## src/rtl/dat_mem_p.sv

```systemverilog
// dat_mem_p: DEPTH = 2**AW words of DW bits with one clocked write port,
// one read port, two fixed-address watch taps and a clear sequencer that
// zeroes every word after reset.
//
// Build option: define DAT_MEM_P_REG_RD_EN to register dat_out (1-cycle
// read latency, register resets to 0). Left undefined, dat_out is a purely
// combinational function of the current inputs and memory contents.
//
// Handshake: there is no valid/ready pair here. busy=1 means the clear sweep
// owns the array; reads return 0, writes are silently dropped, and the
// controller is expected to stall. busy=0 means every cycle is a legal
// access, and a write is committed on the edge where wr_en=1.
//
// state_dbg exposes the sweep FSM state (0 = CLEAR, 1 = RUN).
module dat_mem_p #(
  parameter int DW     = 8,
  parameter int AW     = 8,
  parameter int WATCH0 = 64,
  parameter int WATCH1 = 65
) (
  input  logic          clk,
  input  logic          reset,
  input  logic          wr_en,
  input  logic          Memread,
  input  logic [AW-1:0] addr,
  input  logic [DW-1:0] dat_in,
  output logic [DW-1:0] dat_out,
  output logic [DW-1:0] track0,
  output logic [DW-1:0] track1,
  output logic          busy,
  output logic          state_dbg
);

  localparam int DEPTH = 2 ** AW;
  localparam logic [AW-1:0] W0_IDX = AW'(WATCH0);
  localparam logic [AW-1:0] W1_IDX = AW'(WATCH1);

  // Watch addresses outside the array are a configuration error.
  if (WATCH0 >= DEPTH || WATCH1 >= DEPTH || WATCH0 < 0 || WATCH1 < 0) begin : g_watch_range_bad
    $error("dat_mem_p: WATCH0/WATCH1 must lie in 0..DEPTH-1");
  end

  typedef enum logic {
    ST_CLEAR = 1'b0,
    ST_RUN   = 1'b1
  } state_t;

  state_t        state_q, state_d;
  logic [AW-1:0] clr_ptr_q, clr_ptr_d;
  logic [DW-1:0] core [DEPTH];
  logic [DW-1:0] rd_comb;

  // Sweep state register; reset restarts the sweep at word 0 from any state.
  always_ff @(posedge clk) begin
    if (reset) begin
      state_q   <= ST_CLEAR;
      clr_ptr_q <= '0;
    end else begin
      state_q   <= state_d;
      clr_ptr_q <= clr_ptr_d;
    end
  end

  // Next-state: walk clr_ptr across the array, leave CLEAR after the last word.
  always_comb begin
    state_d   = state_q;
    clr_ptr_d = clr_ptr_q;
    case (state_q)
      ST_CLEAR: begin
        clr_ptr_d = clr_ptr_q + 1'b1;
        if (&clr_ptr_q) state_d = ST_RUN;
      end
      ST_RUN: begin
        clr_ptr_d = clr_ptr_q;
      end
      default: begin
        state_d   = ST_CLEAR;
        clr_ptr_d = '0;
      end
    endcase
  end

  // Array write port: the sweep owns it in CLEAR, the store path in RUN.
  // Nothing is written on a reset edge; the sweep begins on the next edge.
  always_ff @(posedge clk) begin
    if (!reset) begin
      if (state_q == ST_CLEAR) begin
        core[clr_ptr_q] <= '0;
      end else if (wr_en) begin
        core[addr] <= dat_in;
      end
    end
  end

  assign busy      = (state_q == ST_CLEAR);
  assign state_dbg = state_q;

  // Read or pass-through value; memory reads as 0 while the sweep runs.
  always_comb begin
    rd_comb = dat_in;
    if (Memread) rd_comb = busy ? '0 : core[addr];
  end

  assign track0 = busy ? '0 : core[W0_IDX];
  assign track1 = busy ? '0 : core[W1_IDX];

`ifdef DAT_MEM_P_REG_RD_EN
  logic [DW-1:0] dat_out_q;

  // Registered read: captures the pre-edge value, so reads are read-before-write.
  always_ff @(posedge clk) begin
    if (reset) dat_out_q <= '0;
    else       dat_out_q <= rd_comb;
  end

  assign dat_out = dat_out_q;
`else
  assign dat_out = rd_comb;
`endif

endmodule

```

## config.mk

```make
export PLATFORM = sky130hd
export DESIGN_NAME = dat_mem_p
export DESIGN_NICKNAME = d
export VERILOG_FILES = /design/src/rtl/dat_mem_p.sv
export SDC_FILE = /design/constraint.sdc
export NUM_CORES = 2
export LEC_CHECK = 0
export ABC_AREA = 1
export CELL_PAD_IN_SITES_DETAIL_PLACEMENT = 0
export CELL_PAD_IN_SITES_GLOBAL_PLACEMENT = 1
export CORE_MARGIN = 2
export CORE_UTILIZATION = 45
export DETAILED_ROUTE_END_ITERATION = 10
export DONT_BUFFER_PORTS = 1
export PLACE_DENSITY = 0.8
export SYNTH_ARGS = -nofsm -noshare
export SYNTH_HDL_FRONTEND = slang
export SYNTH_SLANG_ARGS = --single-unit
```

## constraint.sdc

```tcl
create_clock -name clk -period 11.5 [get_ports clk]
set_input_delay 1.725 -clock clk [delete_from_list [all_inputs] [get_ports clk]]
set_output_delay 1.725 -clock clk [all_outputs]
set_load 0.1 [all_outputs]
```

==> impl_metrics.tcl <==
set metrics [dict create \
    fin_area_um2 91700 \
    cts_made_buffers 198 \
    hp-start "clr_ptr_q[7]" \
    netlist_top_cells_count "nand2_1, edfxtp_1, nand3_1, nor2_1, buf_2" \
    core_um2 186000 \
    critPathMaxFanout 1026 \
    whs_path_depth 2 \
    period_minus_slack_ns 9.21 \
    synthCells 7218 \
    fillers 15900 \
    final-setup-viol-count 0 \
    fin_skew_ns 0.0229 \
    drive_above_1_share_pct 5.16 \
    initial_core_util_pct 45.4 \
    track_usage_pct 23.1 \
    drv_slew 948 \
    dieArea_um2 191000 \
    ant_nets 0 \
    cts.sinks 2057 \
    ir_drop_mv 0.171 \
    hold_violations 0 \
    grt_pass1_vias 51500 \
    use_met1_pct 31.6 \
    clock.fmax_ghz 0.109 \
    synth_top_cells_by_area "edfxtp_1, nand3_1, nand2_1" \
    avgSynthCellArea_um2 11.7 \
    cp-start-kind "input port" \
    tightest_slew_ns 3.03 \
    post_cts_buffers 0 \
    setup_tns_ns 0 \
    io_pins 46 \
    synthDistinctLibCells 26 \
    holdCritPathClass "reg -> reg" \
    num_vias 54300 \
    grt_pass1_wl_mm 334 \
    drc 0 \
    yosysTopAreaCellShare_pct 73.0 \
    netlist.top_cell.by_area "edfxtp_1" \
    drt-total-wl_mm 224 \
    grt.busiest_layer "met2" \
    clockBufferDepth 3 \
    wl_per_cell_um 23.3 \
    crit_type "in -> out" \
    ctsRootBufferMaster "clkbuf_16" \
    first_iter_violations 6319 \
    cts.clk_slew.worst_paths_ns 0.06 \
    synth_async_sr_flop_share_pct 0 \
    placed_area_um2 85500 \
    gp_congestion 0.837 \
    grt_max_degree 1027 \
    areaGrowthSynthToFinish_pct 8.85 \
    dpl.hpwl_mm 114 \
    r2r-start "state_dbg" \
    cap_violations 0 \
    synthesis.nets 7239 \
    synth.most_common_cell "nand2_1" \
    grt_overflow 0 \
    status "finished, violations left" \
    die_y_um 437 \
    min_to "state_dbg" \
    regToRegSetupSlack_ns 7.38 \
    p_leak_nw 33.7 \
    hold_buffers 0 \
    cts_tree "yes" \
    avgViaCountPerCell 5.65 \
    use_met2_pct 37.1 \
    synthFlopType "edfxtp_1" \
    num_rows 158 \
    io_buffer_count 0 \
    dieWidth_um 437 \
    power.total_mw 14.9 \
    post-route-period-util_pct 80.1 \
    htree_levels 4 \
    layout.nets 6993 \
    violations "max-slew violations" \
    synth_edf_count 2048 \
    synth-seq-cells 2057 \
    use_met3_pct 3.60 \
    seq_area_frac_synth_pct 73.2 \
    antenna_found_initial 2 \
    syn-cell-area_um2 84200 \
    r2r_end "core[154][6]" \
    cts_resized 0 \
    reg2reg_depth 5 \
    rsz0062_at_grt "false" \
    required_ns 9.78 \
    endpoint_kind "output pin" \
    relSlewSlack_pct -102 \
    ys_warn_count 0 \
    insertion_delay_ns 0.84 \
    dr.pass1.iters 6 \
    p_per_area_nw_per_um2 163 \
    arrival_ns 7.48 \
    hold_ws_ns 0.511 \
]
[state kept, by name, summed over array words and instances (netlist names)]
signal	count
clr_ptr_q	8
core	2048
state_dbg	1
[layout by cell type, fill, tap and decap left out]
cell	Yosys	final
inv_8	0	2
bufinv_16	0	11
nand3_1	1945	1945
o21ai_4	3	3
clkinv_16	0	1
nor2_2	2	2
clkbuf_16	0	205
nor2_1	292	284
dfxtp_2	0	1
nand3_4	1	1
o21ai_2	5	5
nor4_1	1	1
buf_12	0	12
a21oi_1	7	7
clkinv_4	0	2
clkinv_2	0	35
inv_4	2	2
o21ai_0	6	6
clkinv_8	0	3
edfxtp_1	2048	2048
nand2_2	9	24
nand4_1	1	1
inv_6	0	3
diode_2	0	2
ha_1	1	1
nand2_1	2308	2293
inv_1	68	66
nor3_1	7	7
nor2_4	5	13
inv_16	0	1
nor3b_2	1	1
clkbuf_1	82	38
clkinvlp_4	0	3
clkinv_1	0	58
dfxtp_1	9	8
buf_4	47	30
inv_2	9	8
[stage by stage]
| step | setup WS (ns) | instances | util, % |
|---|---|---|---|
| 6_report | 2.29 | 9613 | 49.4 |
| 2_1_floorplan | 1.98 | 7218 | - |
| 4_1_cts | 3.60 | 9611 | 49.4 |
| 3_5_place_dp | 3.48 | 9252 | 46.1 |
| 5_1_grt | 3.10 | 9611 | 49.4 |
| 3_3_place_gp | 3.36 | 9252 | 46.1 |
[logic make-up (layout without fill, tap and decap cells)]
group                    Yosys count  after routing  share of synthesized area (%)
buffers and inverters            567            480                           3.19
AND/OR/NAND/NOR                 4572           4572                           23.4
other                              0              2                              0
flip-flops                      2057           2057                           73.2
AO/OA/AOI/OAI                     21             21                          0.187
adder cells (fa/ha/maj)            1              1                         0.0149
[layer usage]
layer,routed length (um),part of all wire (%)
met4,8650,3.9
met2,107000,48
met3,17000,7.6
met1,91700,41
met5,0,0
[layout make-up]
type	instances	area, um^2	area share, %
Clock buffer	243	5270	5.75
Sequential cell	2057	61700	67.3
Inverter	79	333	0.363
Clock inverter	116	868	0.947
Tap cell	2480	3100	3.38
Multi-Input combinational cell	4594	20000	21.8
Antenna cell	2	5.00	0.00546
Timing Repair Buffer	42	465	0.508
[worst max-delay path, cell delays in order]
cell     delay, ns
inv_16        1.32
buf_12        0.61
nand2_1       0.10
nand3_1       0.10
nand3_1       0.19
nand3_1       0.17
nand3_1       0.17
nand2_1       0.13
nand2_1       0.13
nand2_1       0.22
nand2_1       0.08
nand3_1       0.10
nand3_1       0.33
nand2_1       0.81
[where the power goes]
group	internal (mW)	switching [mW]	total, mW
combinational	0.159	0.387	0.546
clock	3.49	2.75	6.24
sequential	8.12	0.00159	8.12
total	11.8	3.14	14.9
[worst max-delay path by stage]
stage / from / endpoint / cells after the start
after floorplan: reset / core[0][0] / 5
after global placement: addr[0] / dat_out[3] / 14
after detailed placement: addr[0] / dat_out[3] / 14
after CTS: addr[0] / dat_out[3] / 14
after global routing: addr[0] / dat_out[3] / 14
final: addr[0] / dat_out[3] / 14
(Power assumes the default switching activity.)
